**src/rtl/neuron_prog_ctrl_if.sv**
```systemverilog
// neuron_prog_ctrl_if: host word stream plus neuron-array write/broadcast buses
interface neuron_prog_ctrl_if #(
    parameter int FP_DATA_WIDTH   = 16,
    parameter int NEURON_ID_WIDTH = 9,
    parameter int Q_ADDR_WIDTH    = 4
);
    logic [FP_DATA_WIDTH-1:0]   ins;
    logic                       ins_valid;
    logic                       ins_ready;
    logic                       cfg_wr_en;
    logic [NEURON_ID_WIDTH-1:0] cfg_id;
    logic [FP_DATA_WIDTH-1:0]   cfg_vmem;
    logic [FP_DATA_WIDTH-1:0]   cfg_mu;
    logic                       q_wr_en;
    logic [Q_ADDR_WIDTH-1:0]    q_addr;
    logic [FP_DATA_WIDTH-1:0]   q_data;
    logic                       mu_bcast_valid;
    logic [FP_DATA_WIDTH-1:0]   mu_bcast_data;
    logic                       run;
    logic                       done;
    logic                       err;

    modport master (
        output ins, ins_valid,
        input  ins_ready, cfg_wr_en, cfg_id, cfg_vmem, cfg_mu, q_wr_en, q_addr, q_data,
               mu_bcast_valid, mu_bcast_data, run, done, err
    );

    modport slave (
        input  ins, ins_valid,
        output ins_ready, cfg_wr_en, cfg_id, cfg_vmem, cfg_mu, q_wr_en, q_addr, q_data,
               mu_bcast_valid, mu_bcast_data, run, done, err
    );
endinterface

```
**src/rtl/neuron_prog_ctrl.sv**
```systemverilog
// neuron_prog_ctrl: parses the host word stream into neuron config/Q writes, then broadcasts the mu schedule
module neuron_prog_ctrl #(
    parameter int FP_DATA_WIDTH   = 16,
    parameter int NUM_NEURON      = 512,
    parameter int NEURON_ID_WIDTH = 9,
    parameter int MAX_ACTIVE      = 10,
    parameter int Q_ADDR_WIDTH    = 4,
    parameter int NUM_MU_STEPS    = 166
) (
    input logic              clk,
    input logic              reset_l,
    neuron_prog_ctrl_if.slave bus
);
    localparam int NW = $clog2(MAX_ACTIVE + 1);
    localparam int SW = $clog2(NUM_MU_STEPS + 1);

    typedef enum logic [3:0] {IDLE, SYNC, VMEM, MU, NID, QW, RUN, DONE, ERR} state_t;

    state_t                    state, state_d;
    logic [NW-1:0]             n_active, nrem;
    logic [Q_ADDR_WIDTH-1:0]   qcnt;
    logic [SW-1:0]             scnt;
    logic [FP_DATA_WIDTH-1:0]  vmem_buf, mu_buf;
    logic                      xfer, n_ok, id_ok, last_q;

    assign xfer   = bus.ins_valid && bus.ins_ready;
    assign n_ok   = bus.ins != '0 && bus.ins <= FP_DATA_WIDTH'(MAX_ACTIVE);
    assign id_ok  = bus.ins[FP_DATA_WIDTH-1:NEURON_ID_WIDTH] == '0 &&
                    {1'b0, bus.ins[NEURON_ID_WIDTH-1:0]} < (NEURON_ID_WIDTH + 1)'(NUM_NEURON);
    assign last_q = qcnt == Q_ADDR_WIDTH'(n_active - NW'(1));

    always_comb begin
        state_d = state;
        if (xfer)
            case (state)
                IDLE:    state_d = n_ok ? SYNC : ERR;
                SYNC:    state_d = &bus.ins ? VMEM : ERR;
                VMEM:    state_d = MU;
                MU:      state_d = NID;
                NID:     state_d = id_ok ? QW : ERR;
                QW:      state_d = !last_q ? QW : nrem == NW'(1) ? RUN : VMEM;
                RUN:     state_d = scnt == SW'(NUM_MU_STEPS - 1) ? DONE : RUN;
                default: state_d = state;
            endcase
    end

    always_ff @(posedge clk) begin
        if (!reset_l) begin
            state              <= IDLE;
            n_active           <= '0;
            nrem               <= '0;
            qcnt               <= '0;
            scnt               <= '0;
            vmem_buf           <= '0;
            mu_buf             <= '0;
            bus.ins_ready      <= 1'b1;
            bus.cfg_wr_en      <= 1'b0;
            bus.cfg_id         <= '0;
            bus.cfg_vmem       <= '0;
            bus.cfg_mu         <= '0;
            bus.q_wr_en        <= 1'b0;
            bus.q_addr         <= '0;
            bus.q_data         <= '0;
            bus.mu_bcast_valid <= 1'b0;
            bus.mu_bcast_data  <= '0;
            bus.run            <= 1'b0;
            bus.done           <= 1'b0;
            bus.err            <= 1'b0;
        end else begin
            state              <= state_d;
            bus.ins_ready      <= !(state_d inside {DONE, ERR});
            bus.run            <= state_d == RUN;
            bus.done           <= state_d == DONE;
            bus.err            <= state_d == ERR;
            bus.cfg_wr_en      <= xfer && state == NID && id_ok;
            bus.q_wr_en        <= xfer && state == QW;
            bus.mu_bcast_valid <= xfer && state == RUN;
            if (xfer)
                case (state)
                    IDLE: n_active <= bus.ins[NW-1:0];
                    SYNC: nrem <= n_active;
                    VMEM: vmem_buf <= bus.ins;
                    MU:   mu_buf <= bus.ins;
                    NID: if (id_ok) begin
                        bus.cfg_id   <= bus.ins[NEURON_ID_WIDTH-1:0];
                        bus.cfg_vmem <= vmem_buf;
                        bus.cfg_mu   <= mu_buf;
                        qcnt         <= '0;
                    end
                    QW: begin
                        bus.q_addr <= qcnt;
                        bus.q_data <= bus.ins;
                        qcnt       <= last_q ? '0 : qcnt + 1'b1;
                        if (last_q) nrem <= nrem - NW'(1);
                    end
                    RUN: begin
                        bus.mu_bcast_data <= bus.ins;
                        scnt              <= scnt + 1'b1;
                    end
                    default: ;
                endcase
        end
    end
endmodule

```
**src/flat_wrapper.sv**
```systemverilog
// flat-port wrapper written by rule: the top's interface ports become plain ports
module neuron_prog_ctrl_flat 
#(
    parameter int FP_DATA_WIDTH   = 16,
    parameter int NUM_NEURON      = 512,
    parameter int NEURON_ID_WIDTH = 9,
    parameter int MAX_ACTIVE      = 10,
    parameter int Q_ADDR_WIDTH    = 4,
    parameter int NUM_MU_STEPS    = 166
)
  (clk, reset_l, bus_ins, bus_ins_valid, bus_ins_ready, bus_cfg_wr_en, bus_cfg_id, bus_cfg_vmem, bus_cfg_mu, bus_q_wr_en, bus_q_addr, bus_q_data, bus_mu_bcast_valid, bus_mu_bcast_data, bus_run, bus_done, bus_err);
  neuron_prog_ctrl_if #(.FP_DATA_WIDTH(FP_DATA_WIDTH), .NEURON_ID_WIDTH(NEURON_ID_WIDTH), .Q_ADDR_WIDTH(Q_ADDR_WIDTH)) bus_i ();
  input logic clk;
  input logic reset_l;
  input wire logic [$bits(bus_i.ins)-1:0] bus_ins;
  input wire logic [$bits(bus_i.ins_valid)-1:0] bus_ins_valid;
  output wire logic [$bits(bus_i.ins_ready)-1:0] bus_ins_ready;
  output wire logic [$bits(bus_i.cfg_wr_en)-1:0] bus_cfg_wr_en;
  output wire logic [$bits(bus_i.cfg_id)-1:0] bus_cfg_id;
  output wire logic [$bits(bus_i.cfg_vmem)-1:0] bus_cfg_vmem;
  output wire logic [$bits(bus_i.cfg_mu)-1:0] bus_cfg_mu;
  output wire logic [$bits(bus_i.q_wr_en)-1:0] bus_q_wr_en;
  output wire logic [$bits(bus_i.q_addr)-1:0] bus_q_addr;
  output wire logic [$bits(bus_i.q_data)-1:0] bus_q_data;
  output wire logic [$bits(bus_i.mu_bcast_valid)-1:0] bus_mu_bcast_valid;
  output wire logic [$bits(bus_i.mu_bcast_data)-1:0] bus_mu_bcast_data;
  output wire logic [$bits(bus_i.run)-1:0] bus_run;
  output wire logic [$bits(bus_i.done)-1:0] bus_done;
  output wire logic [$bits(bus_i.err)-1:0] bus_err;
  assign bus_i.ins = bus_ins;
  assign bus_i.ins_valid = bus_ins_valid;
  assign bus_ins_ready = bus_i.ins_ready;
  assign bus_cfg_wr_en = bus_i.cfg_wr_en;
  assign bus_cfg_id = bus_i.cfg_id;
  assign bus_cfg_vmem = bus_i.cfg_vmem;
  assign bus_cfg_mu = bus_i.cfg_mu;
  assign bus_q_wr_en = bus_i.q_wr_en;
  assign bus_q_addr = bus_i.q_addr;
  assign bus_q_data = bus_i.q_data;
  assign bus_mu_bcast_valid = bus_i.mu_bcast_valid;
  assign bus_mu_bcast_data = bus_i.mu_bcast_data;
  assign bus_run = bus_i.run;
  assign bus_done = bus_i.done;
  assign bus_err = bus_i.err;
  neuron_prog_ctrl #(.FP_DATA_WIDTH(FP_DATA_WIDTH), .NUM_NEURON(NUM_NEURON), .NEURON_ID_WIDTH(NEURON_ID_WIDTH), .MAX_ACTIVE(MAX_ACTIVE), .Q_ADDR_WIDTH(Q_ADDR_WIDTH), .NUM_MU_STEPS(NUM_MU_STEPS)) u_core (.clk(clk), .reset_l(reset_l), .bus(bus_i));
endmodule
```
**config.mk**
```make
export PLATFORM = sky130hd
export DESIGN_NAME = neuron_prog_ctrl_flat
export DESIGN_NICKNAME = d
export VERILOG_FILES = /design/src/rtl/neuron_prog_ctrl_if.sv /design/src/rtl/neuron_prog_ctrl.sv /design/src/flat_wrapper.sv
export SDC_FILE = /design/constraint.sdc
export NUM_CORES = 1
export LEC_CHECK = 0
export CORE_MARGIN = 4
export CORE_UTILIZATION = 40
export DETAILED_ROUTE_END_ITERATION = 16
export GPL_ROUTABILITY_DRIVEN = 1
export GPL_TIMING_DRIVEN = 0
export SKIP_CTS_REPAIR_TIMING = 1
export SYNTH_ARGS = -nofsm -noshare
export SYNTH_HDL_FRONTEND = slang
export SYNTH_SLANG_ARGS = --single-unit
```
**constraint.sdc**
```tcl
create_clock -name clk -period 7.5 [get_ports clk]
set_input_delay 1.5 -clock clk [delete_from_list [all_inputs] [get_ports clk]]
set_output_delay 1.5 -clock clk [all_outputs]
set_load 0.05 [all_outputs]
```
# Word-level counts from Yosys, hierarchy flattened
# Index checks and enable logic that the tools add are counted.
[totals]
inputBits = 19
register_bits = 140
[op_classes]
n_addsub = 4
n_reduce_logical = 22
n_eq_ne = 14
magnitude_cmp = 1
muxes = 13
[ops]
columns = ["op", "count"]
rows = [
  ["4-bit two-way mux", 8],
  ["4-bit one-hot mux with 7 select lines", 1],
  ["4-bit by 3-bit equality test with 1-bit output, second input constant", 5],
  ["16-bit by 4-bit less-or-equal comparator with 1-bit output, second input constant", 1],
  ["4-bit one-hot mux with 2 select lines", 2],
  ["16-bit AND reduction", 1],
  ["16-bit nonzero test", 1],
  ["2-bit AND reduction", 5],
  ["3-bit AND reduction", 3],
  ["8-bit by 1-bit adder with 8-bit output, second input constant", 1],
  ["4-bit by 1-bit equality test with 1-bit output, second input constant", 2],
  ["4-bit by 2-bit equality test with 1-bit output, second input constant", 2],
  ["8-bit equality test, second input constant", 1],
  ["4-bit by 1-bit subtractor with 4-bit output, second input constant", 2],
  ["7-bit logical NOT", 1],
  ["1-bit logical AND", 6],
  ["2-bit nonzero test", 3],
  ["4-bit by 1-bit adder with 4-bit output, second input constant", 1],
  ["4-bit equality test", 1],
  ["4-bit equality test, second input constant", 1],
  ["4-bit logical NOT", 1],
  ["2-bit by 1-bit inequality test with 1-bit output, second input constant", 2],
  ["3-bit two-way mux", 1],
  ["1-bit logical NOT", 1],
  ["1-bit two-way mux", 1],
]

# Longest topological paths before layout
[depth]
depth_word = 8
ltp_mapped = 8
depth_no_buf = 8

# Least setup slack after synthesis
# Ideal clock, no wire load.
[synth_timing]
kind = "in2reg"
start = "in bus_ins[12]"
end = "reg u_core.qcnt[2]"
setup_slack_ns = 4.098
path_buffers = 0
arrival_time_ns = 3.331
path_stages = 6
setup_ns = 0.070
path_cell_list = "or4_4 nor4_4 nor2_1 or2_0 or3b_1 a21oi_1"
[synth_via]
elab_chain_len = 3
[synth_rtl]
columns = ["element", "line_no", "source"]
rows = [
  ["from (decl)", "flat_wrapper.sv:15", "input wire logic [$bits(bus_i.ins)-1:0] bus_ins;"],
  ["7-bit logical NOT", "neuron_prog_ctrl.sv:28", "assign id_ok = bus.ins[FP_DATA_WIDTH-1:NEURON_ID_WIDTH] == '0 &&"],
  ["2-bit by 1-bit inequality test with 1-bit output (no source line)", "n/a", ""],
  ["3-bit AND reduction (no source line)", "n/a", ""],
  ["to (signal assigned)", "neuron_prog_ctrl.sv:93", "qcnt <= last_q ? '0 : qcnt + 1'b1;"],
  ["to (decl)", "neuron_prog_ctrl.sv:21", "logic [Q_ADDR_WIDTH-1:0] qcnt;"],
]
# Every way passes these cells.
# A chain may end at the register's enable or synchronous reset.

# Worst setup path in the final report
[layout_timing]
start = "in bus_ins[13]"
end = "reg u_core.qcnt[2]"
# Same word-level chain as after synthesis.

==> results.py <==
metrics = {
    "critical_path": {
        "worstSetupPathType": "in2reg",
        "regToRegSetupSlack_ns": 4.78,
        "r2r-start": "u_core.state[0]",
        "crit_fanout": 7,
        "cp-end-kind": "flop",
        "reg2reg_depth": 7,
        "cp-start-kind": "input port",
        "r2r_end": "u_core.bus.ins_ready",
        "required_ns": 7.84,
        "arrival_ns": 4.28,
    },
    "power": {
        "power_frac_seq_pct": 44.8,
        "p_leak_nw": 2.39,
        "total_power_mw": 1.70,
        "comb_power_share_pct": 9.1,
        "p_per_area_nw_per_um2": 232,
        "sw_frac_of_total_pct": 24.4,
        "p_int_mw": 1.29,
        "ir_drop_v": 0.000128,
        "switching_power_uw": 415,
        "p_clk_share_pct": 46.1,
    },
    "global_routing": {
        "grt_start_max_net_pins": 17,
        "overflow": 0,
        "grt_pass1_vias": 5011,
        "antenna_found_initial": 0,
        "grt.total_usage_pct": 21.3,
        "grt_pass1_wl_mm": 26.7,
    },
    "sta": {
        "fin_setup_tns_ns": 0,
        "slew_headroom_pct": 36.4,
        "hold_violations": 0,
        "min_period_ns": 3.94,
        "max_freq_mhz": 254,
        "final-max-slew-violation-count": 0,
        "rsz0062_at_grt": "no",
        "finalCritPeriodShare_pct": 52.5,
        "tightest_slew_ns": 0.947,
        "setup_violations": 0,
        "clock_skew_ns": 0.00393,
    },
    "finish": {
        "regArea_um2": 2800,
        "final_common_cell": "nand2_1",
        "final_cell_mix": "230 x nand2_1, 140 x dfxtp_1, 98 x clkdlybuf4s50_1",
        "antennaDiodeCount": 0,
        "drive_gt1_share_pct": 3.72,
        "nNetsFinal": 820,
        "multi_input_area_um2": 2580,
        "nFillCells": 1292,
        "area_growth_pct": 31.5,
        "finalInstanceArea_um2": 7340,
    },
    "worst_hold_path": {
        "hold_end": "u_core.bus.cfg_vmem[5]",
        "hp-start": "u_core.bus.cfg_vmem[5]",
        "worstHoldPathCells": 2,
        "hold_class": "reg2reg",
    },
    "synth": {
        "synth_top_area_cell": "dfxtp_1",
        "synth_area_leaders": "dfxtp_1 50%, nand2_1 15%, a21boi_0 8.6%",
        "synth_top_area_share_pct": 50.2,
        "ys_ff_latch": 140,
        "synth_fp_nets": 703,
        "syn_area_per_cell_um2": 8.23,
        "synth_edf_count": 0,
        "synthFlopType": "dfxtp_1",
        "yosysSeqAreaShare_pct": 50.2,
        "ys_warn_count": 0,
        "synth_cell_types": 50,
        "netlist_instances": 678,
        "synthArstFlopShare_pct": 0,
        "syn-cell-area_um2": 5580,
    },
    "routing": {
        "vias_per_cell": 5.14,
        "dr.max_layer_used": "met4",
        "wl_met1_mm": 7.67,
        "detail_route.wl_per_cell_um": 17.1,
        "drtIter0Drc": 415,
        "wirelength_mm": 16.8,
        "drt_pass1_iterations": 5,
        "wl_met2_mm": 7.68,
        "met3_length_mm": 1.19,
        "drcViolationCount": 0,
        "drtAntennaViolNets": 0,
        "num_vias": 5057,
    },
    "die": {
        "dieArea_um2": 15900,
        "io_pins": 103,
        "dieHeight_um": 126,
        "initial_utilization_pct": 41.5,
        "core_area_um2": 13500,
        "rows": 42,
        "fp.dieW_um": 126,
    },
    "cts": {
        "cts.sinks": 140,
        "cts_buffers": 17,
        "clockBufferDepth": 2,
        "clk_pin_slew_ns": 0.06,
        "clock_latency_ns": 0.41,
        "cts_tree": "done",
        "root_buffer": "clkbuf_16",
        "htreeDepth": 4,
    },
    "flow_run": {
        "maxCapViolations": 0,
    },
    "placed_design": {
        "placed_cell_area_um2": 6790,
        "gp_congestion": 0.856,
        "io_buffer_count": 98,
        "dp_hpwl_mm": 11.6,
    },
    "run_status": {
        "status": "finished, final reports clean",
    },
}
worst max-delay path, stage by stage:
cell and delay [ns]:
clkdlybuf4s50_1 0.60, or4_4 0.64, nor4_4 0.53, nor2_1 0.22, or2_0 0.28, or3b_1 0.37, a21oi_1 0.14
Yosys cell counts, types with 6 or more instances:
cell,instances
a21oi_1,54
nand2_1,230
inv_1,8
ha_1,6
nand4_1,12
clkbuf_1,44
xor2_1,7
and2_1,7
nor2b_1,7
a21boi_0,64
dfxtp_1,140
nor2_1,23
state kept, by name, summed over array words and instances (netlist names):
name and count:
u_core.bus.cfg_id 9, u_core.bus.cfg_mu 16, u_core.bus.cfg_vmem 16, u_core.bus.cfg_wr_en 1
u_core.bus.done 1, u_core.bus.err 1, u_core.bus.ins_ready 1, u_core.bus.mu_bcast_data 16
u_core.bus.mu_bcast_valid 1, u_core.bus.q_addr 4, u_core.bus.q_data 16, u_core.bus.q_wr_en 1
u_core.bus.run 1, u_core.mu_buf 16, u_core.n_active 4, u_core.nrem 4
u_core.qcnt 4, u_core.scnt 8, u_core.state 4, u_core.vmem_buf 16
per-stage QoR:
stage,setup WS (ns),hold slack (ns),utilization (%),instances
CTS,3.59,0.453,54.5,983
global route,3.43,0.466,54.5,983
floorplan,4.10,0.432,-,678
global placement,3.16,0.444,50.4,952
finish,3.56,0.453,54.5,983
detailed placement,3.16,0.445,50.4,952
power groups by stage:
stage,clock [mW],combinational [mW],sequential [mW]
after global routing,0.832,0.168,0.765
final,0.785,0.156,0.764
after floorplan,0,0.0855,0.791
after global placement,0,0.150,0.780
after detailed placement,0,0.153,0.780
after CTS,0.797,0.154,0.764
how the worst max path moves through the flow:
stage | endpoint | from | slack (ns) | depth (start not counted)
after detailed placement | u_core.qcnt[2] | bus_ins[12] | 3.16 | 7
final | u_core.qcnt[2] | bus_ins[13] | 3.56 | 7
after CTS | u_core.qcnt[2] | bus_ins[12] | 3.59 | 7
after global routing | u_core.qcnt[2] | bus_ins[12] | 3.43 | 7
after floorplan | u_core.qcnt[2] | bus_ins[12] | 4.10 | 6
after global placement | u_core.qcnt[2] | bus_ins[13] | 3.16 | 7
area by class of cell:
class	count	share of cell area, %
plain buffers	44	2.25
repair buffers	98	13.4
multi-input cells	485	35.2
well taps	176	3.00
clock inverters	5	0.819
clock buffers	26	6.67
inverters	9	0.461
flip-flops and latches	140	38.2
logic make-up (layout without fill, tap and decap cells):
logic type,count (synthesis),in the layout,share of synthesized area [%]
flip-flops,140,140,50.2
multiplexers,5,5,0.897
XOR/XNOR,12,12,2.13
AO/OA/AOI/OAI,142,142,16.5
buffers and inverters,53,182,3.57
AND/OR/NAND/NOR,320,320,25.4
adder cells (fa/ha/maj),6,6,1.35
per-layer routing:
layer	track usage [%]	up-vias
met5	0	-
met4	6.69	0
met3	5.46	29
met2	33.7	193
met1	28.6	2341
li1	-	2494
Note: power is estimated with default switching activity, not from simulation.
